<file path="src/rtl/coreriscv_axi4_prci_arbiter.sv">
// Two-client arbiter onto the PRCI TileLink port, with in-order grant return.
// Define PRCI_ARB_FIXED_PRIO_EN to give client 0 fixed priority instead of round-robin.
module coreriscv_axi4_prci_arbiter #(
   parameter int DEPTH = 2,
   parameter int ACQ_W = 111,
   parameter int GNT_W = 75
) (
   input  logic             clk,
   input  logic             reset,
   input  logic             c0_acq_valid,
   output logic             c0_acq_ready,
   input  logic [ACQ_W-1:0] c0_acq_bits,
   output logic             c0_gnt_valid,
   input  logic             c0_gnt_ready,
   input  logic             c1_acq_valid,
   output logic             c1_acq_ready,
   input  logic [ACQ_W-1:0] c1_acq_bits,
   output logic             c1_gnt_valid,
   input  logic             c1_gnt_ready,
   output logic [GNT_W-1:0] gnt_bits,
   output logic             m_acq_valid,
   input  logic             m_acq_ready,
   output logic [ACQ_W-1:0] m_acq_bits,
   input  logic             m_gnt_valid,
   output logic             m_gnt_ready,
   input  logic [GNT_W-1:0] m_gnt_bits,
   output logic             busy,
   output logic             err
);

   localparam int PTR_W = (DEPTH > 1) ? $clog2(DEPTH) : 1;
   localparam int CNT_W = $clog2(DEPTH + 1);

   logic [DEPTH-1:0] owner_q;
   logic [PTR_W-1:0] rd_ptr;
   logic [PTR_W-1:0] wr_ptr;
   logic [CNT_W-1:0] count;
   logic             lock;
   logic             lock_sel;
   logic             err_q;
   logic             sel;
   logic             rr_pick;
   logic             full;
   logic             empty;
   logic             owner;
   logic             accept;
   logic             pop;

`ifdef PRCI_ARB_FIXED_PRIO_EN
   assign rr_pick = 1'b0;
`else
   logic last_win;
   assign rr_pick = ~last_win;

   always_ff @(posedge clk) begin
      if (reset)
         last_win <= 1'b1;
      else if (accept)
         last_win <= sel;
   end
`endif

   function automatic logic [PTR_W-1:0] inc(input logic [PTR_W-1:0] p);
      return (p == PTR_W'(DEPTH - 1)) ? '0 : p + PTR_W'(1);
   endfunction

   assign full  = (count == CNT_W'(DEPTH));
   assign empty = (count == '0);
   assign owner = owner_q[rd_ptr];

   // A stalled requester that keeps valid high holds the port
   always_comb begin
      sel = c1_acq_valid;
      if (lock && (lock_sel ? c1_acq_valid : c0_acq_valid))
         sel = lock_sel;
      else if (c0_acq_valid && c1_acq_valid)
         sel = rr_pick;
   end

   assign m_acq_valid  = (c0_acq_valid | c1_acq_valid) & ~full;
   assign m_acq_bits   = sel ? c1_acq_bits : c0_acq_bits;
   assign c0_acq_ready = m_acq_ready & ~full & ~sel;
   assign c1_acq_ready = m_acq_ready & ~full & sel;
   assign accept       = m_acq_valid & m_acq_ready;

   assign c0_gnt_valid = m_gnt_valid & ~empty & ~owner;
   assign c1_gnt_valid = m_gnt_valid & ~empty & owner;
   assign m_gnt_ready  = empty ? 1'b1 : (owner ? c1_gnt_ready : c0_gnt_ready);
   assign gnt_bits     = m_gnt_bits;
   assign pop          = m_gnt_valid & m_gnt_ready & ~empty;

   assign busy = ~empty;
   assign err  = err_q;

   always_ff @(posedge clk) begin
      if (reset) begin
         owner_q  <= '0;
         rd_ptr   <= '0;
         wr_ptr   <= '0;
         count    <= '0;
         lock     <= 1'b0;
         lock_sel <= 1'b0;
         err_q    <= 1'b0;
      end else begin
         if (accept) begin
            owner_q[wr_ptr] <= sel;
            wr_ptr          <= inc(wr_ptr);
         end
         if (pop)
            rd_ptr <= inc(rd_ptr);
         if (accept && !pop)
            count <= count + CNT_W'(1);
         else if (pop && !accept)
            count <= count - CNT_W'(1);
         lock     <= m_acq_valid & ~m_acq_ready;
         lock_sel <= sel;
         // Grants with nothing outstanding are swallowed and flagged
         if (m_gnt_valid && empty)
            err_q <= 1'b1;
      end
   end

endmodule

</file>
<file path="config.mk">
export PLATFORM = sky130hd
export DESIGN_NAME = coreriscv_axi4_prci_arbiter
export DESIGN_NICKNAME = d
export VERILOG_FILES = /design/src/rtl/coreriscv_axi4_prci_arbiter.sv
export SDC_FILE = /design/constraint.sdc
export NUM_CORES = 1
export LEC_CHECK = 0
export CAP_MARGIN = 20
export CORE_AREA = 2 2 192 194
export DETAILED_ROUTE_END_ITERATION = 8
export DIE_AREA = 0 0 194 196
export PLACE_DENSITY_LB_ADDON = 0.15
export SYNTH_ARGS = -nofsm -noshare
export SYNTH_HDL_FRONTEND = slang
export SYNTH_SLANG_ARGS = --single-unit
</file>
<file path="constraint.sdc">
create_clock -name clk -period 5.3 [get_ports clk]
set_input_delay 1.06 -clock clk [delete_from_list [all_inputs] [get_ports clk]]
set_output_delay 1.06 -clock clk [all_outputs]
set_load 0.005 [all_outputs]
</file>
==> metrics.md, run 1 <==
| Metric | Value |
|---|---|
| IO buf count | `348` |
| Vias in the first global route | `3,244` |
| Worst Clk Skew | `1.93 ps` |
| Number of remaining DRC errors | `0` |
| Clk buf depth | `2` |
| Outcome | `finished clean` |
| I/O pin total | `499` |
| Post-synth EDFFs | `0` |
| Worst path required time | `4240 ps` |
| Fin crit share | `84.5%` |
| Crit path launch type | `primary input` |
| Rows | `70` |
| Seq cells post-synth | `10` |
| # hold bufs at CTS | `0` |
| Synth Net Count | `568` |
| Sequential share of the synthesized area | `8.27%` |
| DP Wirelength | `14.0 mm` |
| TritonCTS clock tree | `yes` |
| Post-Syn Area | `0.00242 mm2` |
| Final Hold Vio Count | `0` |
| Post-route insts no fill | `995` |
| Final core occ | `16.6%` |
| Chip width | `194 um` |
| Synth-to-Final Area Change | `147%` |
| DIE HEIGHT | `196 um` |
| Highest clock rate | `223 MHz` |
| Total GRT Usage | `7.67%` |
| YS warnings | `0` |
| Synth Flop Type | `dfxtp_1` |
| DRT iter0 DRCs | `38` |
| CTS root buf | `clkbuf_16` |
| Drt first pass iters | `4` |
| Drt total wl | `16.0 mm` |
| Post-Synthesis Cells | `262` |
| CTS buffer count | `3` |
| Crit Path Class | `in2out` |
| Pwr Density | `144 mW/mm2` |
| TNS Setup | `0 ps` |
| Nets | `834` |
| Fin crit period | `4480 ps` |
| Async SR Flop Fraction | `0%` |
| Initial core utilization | `6.71%` |
| Post-synth cell types | `29` |
| Crit path capture type | `output port` |
| Vias per cell | `2.99` |
| Post-CTS setup buffers | `0` |
| Initial antenna violation count | `0` |
| RD Place Congestion | `0.842` |
| CTS H-tree lvls | `1` |
| Worst hold slack | `478 ps` |
| Global-route wire length before repair | `22.5 mm` |
| Unrepaired setup endpoints after global routing | `false` |
| Die area | `0.0380 mm2` |
| Max_cap viols | `0` |
| Layout cells sized above 1 | `18.4%` |
| Final antenna-violating net count | `0` |
| Clock Latency Late Sink | `240 ps` |
| Clock Pin Slew Worst Setup and Hold Paths | `40 ps` |
| Measured slew at the worst slew-check pin | `461 ps` |
| Final setup fails | `0` |
| Highest ir drop seen on vdd | `0.000143 V` |
| Critical Path AT | `3420 ps` |
| Pin count of the biggest net entering global routing | `62` |
| Number of clock sinks | `10` |
| Diodes inserted | `0` |
| Dpl cells | `991` |
| Post-DR wirelength/cell | `16.1 um` |
| Slew Limit Fails | `0` |
| Grt ovf | `0` |
| Pleak | `2.10 nW` |
| Crit Path Max Fanout | `61` |
| Max-slew headroom at the worst pin | `68.4%` |
| HP Class | `reg2reg` |
| Resized Gates After CTS | `0` |
| DR vias | `2,980` |
| Syn avg cell area | `9.24 um2` |
| Core Footprint | `0.0361 mm2` |
[final timing paths]
check	slack, ps	cells after the start	from	endpoint
hold reg to reg	480	2	err	err
setup / recovery	820	6	c0_acq_valid	m_acq_bits[96]
setup reg to reg	3180	6	rd_ptr	count[1]
hold / removal	480	2	err	err
[layout make-up]
class / instances / area, um2
fill: 4002 / 30100
clock buffer: 4 / 88.8
timing repair buffer: 350 / 3520
tap: 468 / 586
inverter: 6 / 22.5
sequential: 10 / 200
multi-input combinational: 157 / 1560
[Yosys cell counts (2+ instances only)]
cell type  instances  area [um2]
nand2_1            3        11.3
o31ai_1            3        22.5
buf_2              8        40.0
mux2_1            24         270
clkbuf_1           2        7.51
dfxtp_1           10         200
buf_4             79         593
o21ai_0            2        10.0
a21oi_1            3        15.0
xor2_1             2        17.5
nor2_1            11        41.3
inv_1              5        18.8
mux2i_1            3        30.0
mux2_2            88         991
o211ai_1           3        22.5
nor2b_1            3        18.8
[power breakdown]
| part | internal (mW) | switching [mW] |
|---|---|---|
| Clock | 0.114 | 0.0391 |
| Sequential | 0.0900 | 0.0165 |
| Combinational | 0.415 | 0.187 |
[per-stage QoR]
step	power (mW)	area (um2)	setup WS [ps]
6_report	0.861	5980	821
5_1_grt	0.913	5980	713
4_1_cts	0.876	5980	789
3_5_place_dp	0.716	5890	780
3_3_place_gp	0.719	5890	823
2_1_floorplan	0.354	2420	2110
[sequential cells by signal, summed over array words and instances (netlist names)]
name,count
count,2
err,1
last_win,1
lock,1
lock_sel,1
owner_q,2
rd_ptr,1
wr_ptr,1
[logic make-up (layout without fill, tap and decap cells)]
group           count (synthesis)  count (layout)  share of synthesized area [%]
mux                           115             115                           53.3
buf+inv                        95             360                           27.4
simple gates                   23              23                           4.45
compound gates                 16              16                           5.32
flops                          10              10                           8.27
xor+xnor                        2               2                          0.724
fa+ha+maj                       1               1                          0.517
[layer usage]
layer | part of all wire, % | up-vias | track usage (%)
met5 | 0 | - | 0
met3 | 9.9 | 10 | 2.78
met4 | 0.16 | 0 | 0.533
met2 | 54 | 245 | 14.9
li1 | - | 1381 | -
met1 | 36 | 1344 | 8.20
[cell usage in the layout, fill, tap and decap left out, drive strengths merged, types with 2 or more instances in the layout]
master / netlist / layout
clkdlybuf4s50: 0 / 348
mux2: 112 / 112
nor2: 11 / 11
dfxtp: 10 / 10
inv: 6 / 6
o31ai: 4 / 4
clkbuf: 2 / 4
nand2: 3 / 3
nor2b: 3 / 3
mux2i: 3 / 3
o211ai: 3 / 3
a21oi: 3 / 3
xor2: 2 / 2
o21ai: 2 / 2
buf: 87 / 2
[critical path: stages]
cell and delay (ps):
clkdlybuf4s50_1 580, inv_2 80, o31ai_4 350, buf_12 320, mux2_2 400, clkdlybuf4s50_1 520
Power figures use the tool's default switching activity.
==> inputs of run 2 (changes only) <==
--- a/config.mk
+++ b/config.mk
@@ -6,9 +6,9 @@
 export NUM_CORES = 1
 export LEC_CHECK = 0
 export CAP_MARGIN = 20
-export CORE_AREA = 2 2 192 194
+export CORE_AREA = 2 2 196 198
 export DETAILED_ROUTE_END_ITERATION = 8
-export DIE_AREA = 0 0 194 196
+export DIE_AREA = 0 0 198 200
 export PLACE_DENSITY_LB_ADDON = 0.15
 export SYNTH_ARGS = -nofsm -noshare
 export SYNTH_HDL_FRONTEND = slang
==> constraint.sdc (replaced) <==
create_clock -name clk -period 4.4 [get_ports clk]
set_input_delay 0.88 -clock clk [delete_from_list [all_inputs] [get_ports clk]]
set_output_delay 0.88 -clock clk [all_outputs]
set_load 0.005 [all_outputs]
==> metrics.md, run 2 (synthesis gave the netlist of run 1 again) <==
| Metric | Value |
|---|---|
| Resized Gates After CTS | `0 (unchanged)` |
| Number of clock sinks | `10 (unchanged)` |
| CP max stage cell | `clkdlybuf4s50_1` |
| CP delay by family, top | `buffers and inverters` |
| Total GRT Usage | `7.39% (-0.28 points)` |
| TNS Setup | `0 ps (unchanged)` |
| # hold bufs at CTS | `0 (unchanged)` |
| I/O pin total | `499 (unchanged)` |
| Drt total wl | `16.9 mm (+5.5%)` |
| Largest regs | `count: 2 flops, owner_q: 2 flops` |
| Critical Path AT | `3330 ps (-90 ps)` |
| CTS buffer count | `3 (unchanged)` |
| Rows | `71 (+1.4%)` |
| Highest clock rate | `238 MHz` |
| Dpl ws | `149 ps (-631 ps)` |
| Pin count of the biggest net entering global routing | `74 (+19%)` |
| DRT iter0 DRCs | `53 (+39%)` |
| Clk buf depth | `2 (unchanged)` |
| CTS H-tree lvls | `1 (unchanged)` |
| Footprint of the multi-input gates | `0.00156 mm2 (unchanged)` |
| Final setup margin | `190 ps (-632 ps)` |
| DIE HEIGHT | `200 um (+2.0%)` |
| Layout cells sized above 1 | `18.6% (+0.19 points)` |
| Register area | `200 um2 (unchanged)` |
| Vias per cell | `2.75 (-8.1%)` |
| Leading cell types in the layout, fill and taps excluded | `clkdlybuf4s50_1 (347), mux2_2 (88), mux2_1 (24)` |
| Number of remaining DRC errors | `0 (unchanged)` |
| Clock Latency Late Sink | `230 ps (about the same)` |
| Post-DR wirelength/cell | `16.3 um (+1.1%)` |
| Crit path launch type | `primary input` |
| TritonCTS clock tree | `yes` |
| Final antenna-violating net count | `0 (unchanged)` |
| Vias in the first global route | `3,050 (-6.0%)` |
| Final setup fails | `0 (unchanged)` |
| Final Hold Vio Count | `0 (unchanged)` |
| Clock Pin Slew Worst Setup and Hold Paths | `40 ps (about the same)` |
| Max_cap viols | `0 (unchanged)` |
| Buf/Inv on CP | `4 (unchanged)` |
| Post-CTS setup buffers | `0 (unchanged)` |
| Outcome | `finished clean` |
| Diodes inserted | `0 (unchanged)` |
| Max-slew headroom at the worst pin | `68.8% (+0.38 points)` |
| Worst Clk Skew | `0.462 ps (-1.47 ps)` |
| CP cell instances | `clkdlybuf4s50_1, inv_2, o31ai_4, buf_12, mux2_2, clkdlybuf4s50_1` |
| Crit Path Max Fanout | `73 (+20%)` |
| RD Place Congestion | `0.738 (-12%)` |
| Synth-to-Final Area Change | `149%` |
| DP Wirelength | `15.2 mm (+8.7%)` |
| Chip width | `198 um (+2.1%)` |
| CTS root buf | `clkbuf_16` |
| Measured slew at the worst slew-check pin | `455 ps (-5.61 ps)` |
| HP Class | `reg2reg` |
| Most common cell after layout, fill and taps aside | `clkdlybuf4s50_1` |
| Fin crit period | `4210 ps` |
| # fillers | `4,196 (+4.8%)` |
| Pleak | `2.10 nW (about the same)` |
| Nets | `834 (unchanged)` |
| Initial core utilization | `6.47% (-0.24 points)` |
| Crit Path Class | `in2out` |
| Pwr Density | `173 mW/mm2 (+20%)` |
| Core Footprint | `0.0374 mm2 (+3.6%)` |
| Highest ir drop seen on vdd | `0.000264 V (+85%)` |
| Crit path capture type | `output port` |
| Drt first pass iters | `4 (unchanged)` |
| DR vias | `2,858 (-4.1%)` |
| Grt ovf | `0 (unchanged)` |
| IO buf count | `348 (unchanged)` |
| Worst hold slack | `476 ps (-2.24 ps)` |
| Die area | `0.0396 mm2 (+4.1%)` |
| Slew Limit Fails | `0 (unchanged)` |
| Initial antenna violation count | `0 (unchanged)` |
| Crit path largest cell delay | `580 ps (about the same)` |
| Crit path top cell by count | `clkdlybuf4s50_1` |
| Unrepaired setup endpoints after global routing | `false` |
| Worst path required time | `3520 ps (-720 ps)` |
| Fin crit share | `95.7%` |
| Global-route wire length before repair | `21.3 mm (-5.2%)` |
==> run 2: layout make-up <==
| cell class | count | area share [%] |
|---|---|---|
| Tap cell | 511 | 10.6 |
| Sequential cell | 10 | 3.32 |
| Clock buffer | 4 | 1.47 |
| Inverter | 6 | 0.374 |
| Timing Repair Buffer | 350 | 58.4 |
| Multi-Input combinational cell | 157 | 25.8 |
==> run 2: through the flow <==
stage          cells  instance area, um2  util (%)  power [mW]
2_1_floorplan    262                2420         -       0.426
3_3_place_gp    1034                5940      15.9       0.878
3_5_place_dp    1034                5940      15.9       0.876
4_1_cts         1038                6030      16.1        1.06
5_1_grt         1038                6030      16.1        1.11
6_report        1038                6030      16.1        1.04
==> run 2: layer usage <==
layer	part of all wire, %	global-route usage, %	wire length (um)
met1	33	7.37	5640
met2	57	15.1	9580
met3	9.5	2.64	1610
met4	0.58	0.557	98
met5	0	0	0
==> run 2: path summary, 6_finish.rpt <==
check                                   from             to  cells past startpoint  slack, ps
worst max-delay path            c0_acq_valid  m_acq_bits[1]                      6        190
worst min-delay path                  wr_ptr         wr_ptr                      2        480
worst max register to register        rd_ptr       count[1]                      6       2300
worst min register to register        wr_ptr         wr_ptr                      2        480
==> run 2: tightest hold or removal path, stage by stage (launching register included) <==
cell	delay (ps)
dfxtp_1	310
o31ai_1	60
a21oi_1	60
==> run 2: report_power, final <==
part | internal, mW | switching (mW)
combinational | 0.499 | 0.235
sequential | 0.109 | 0.0189
clock | 0.137 | 0.0424
total | 0.745 | 0.296
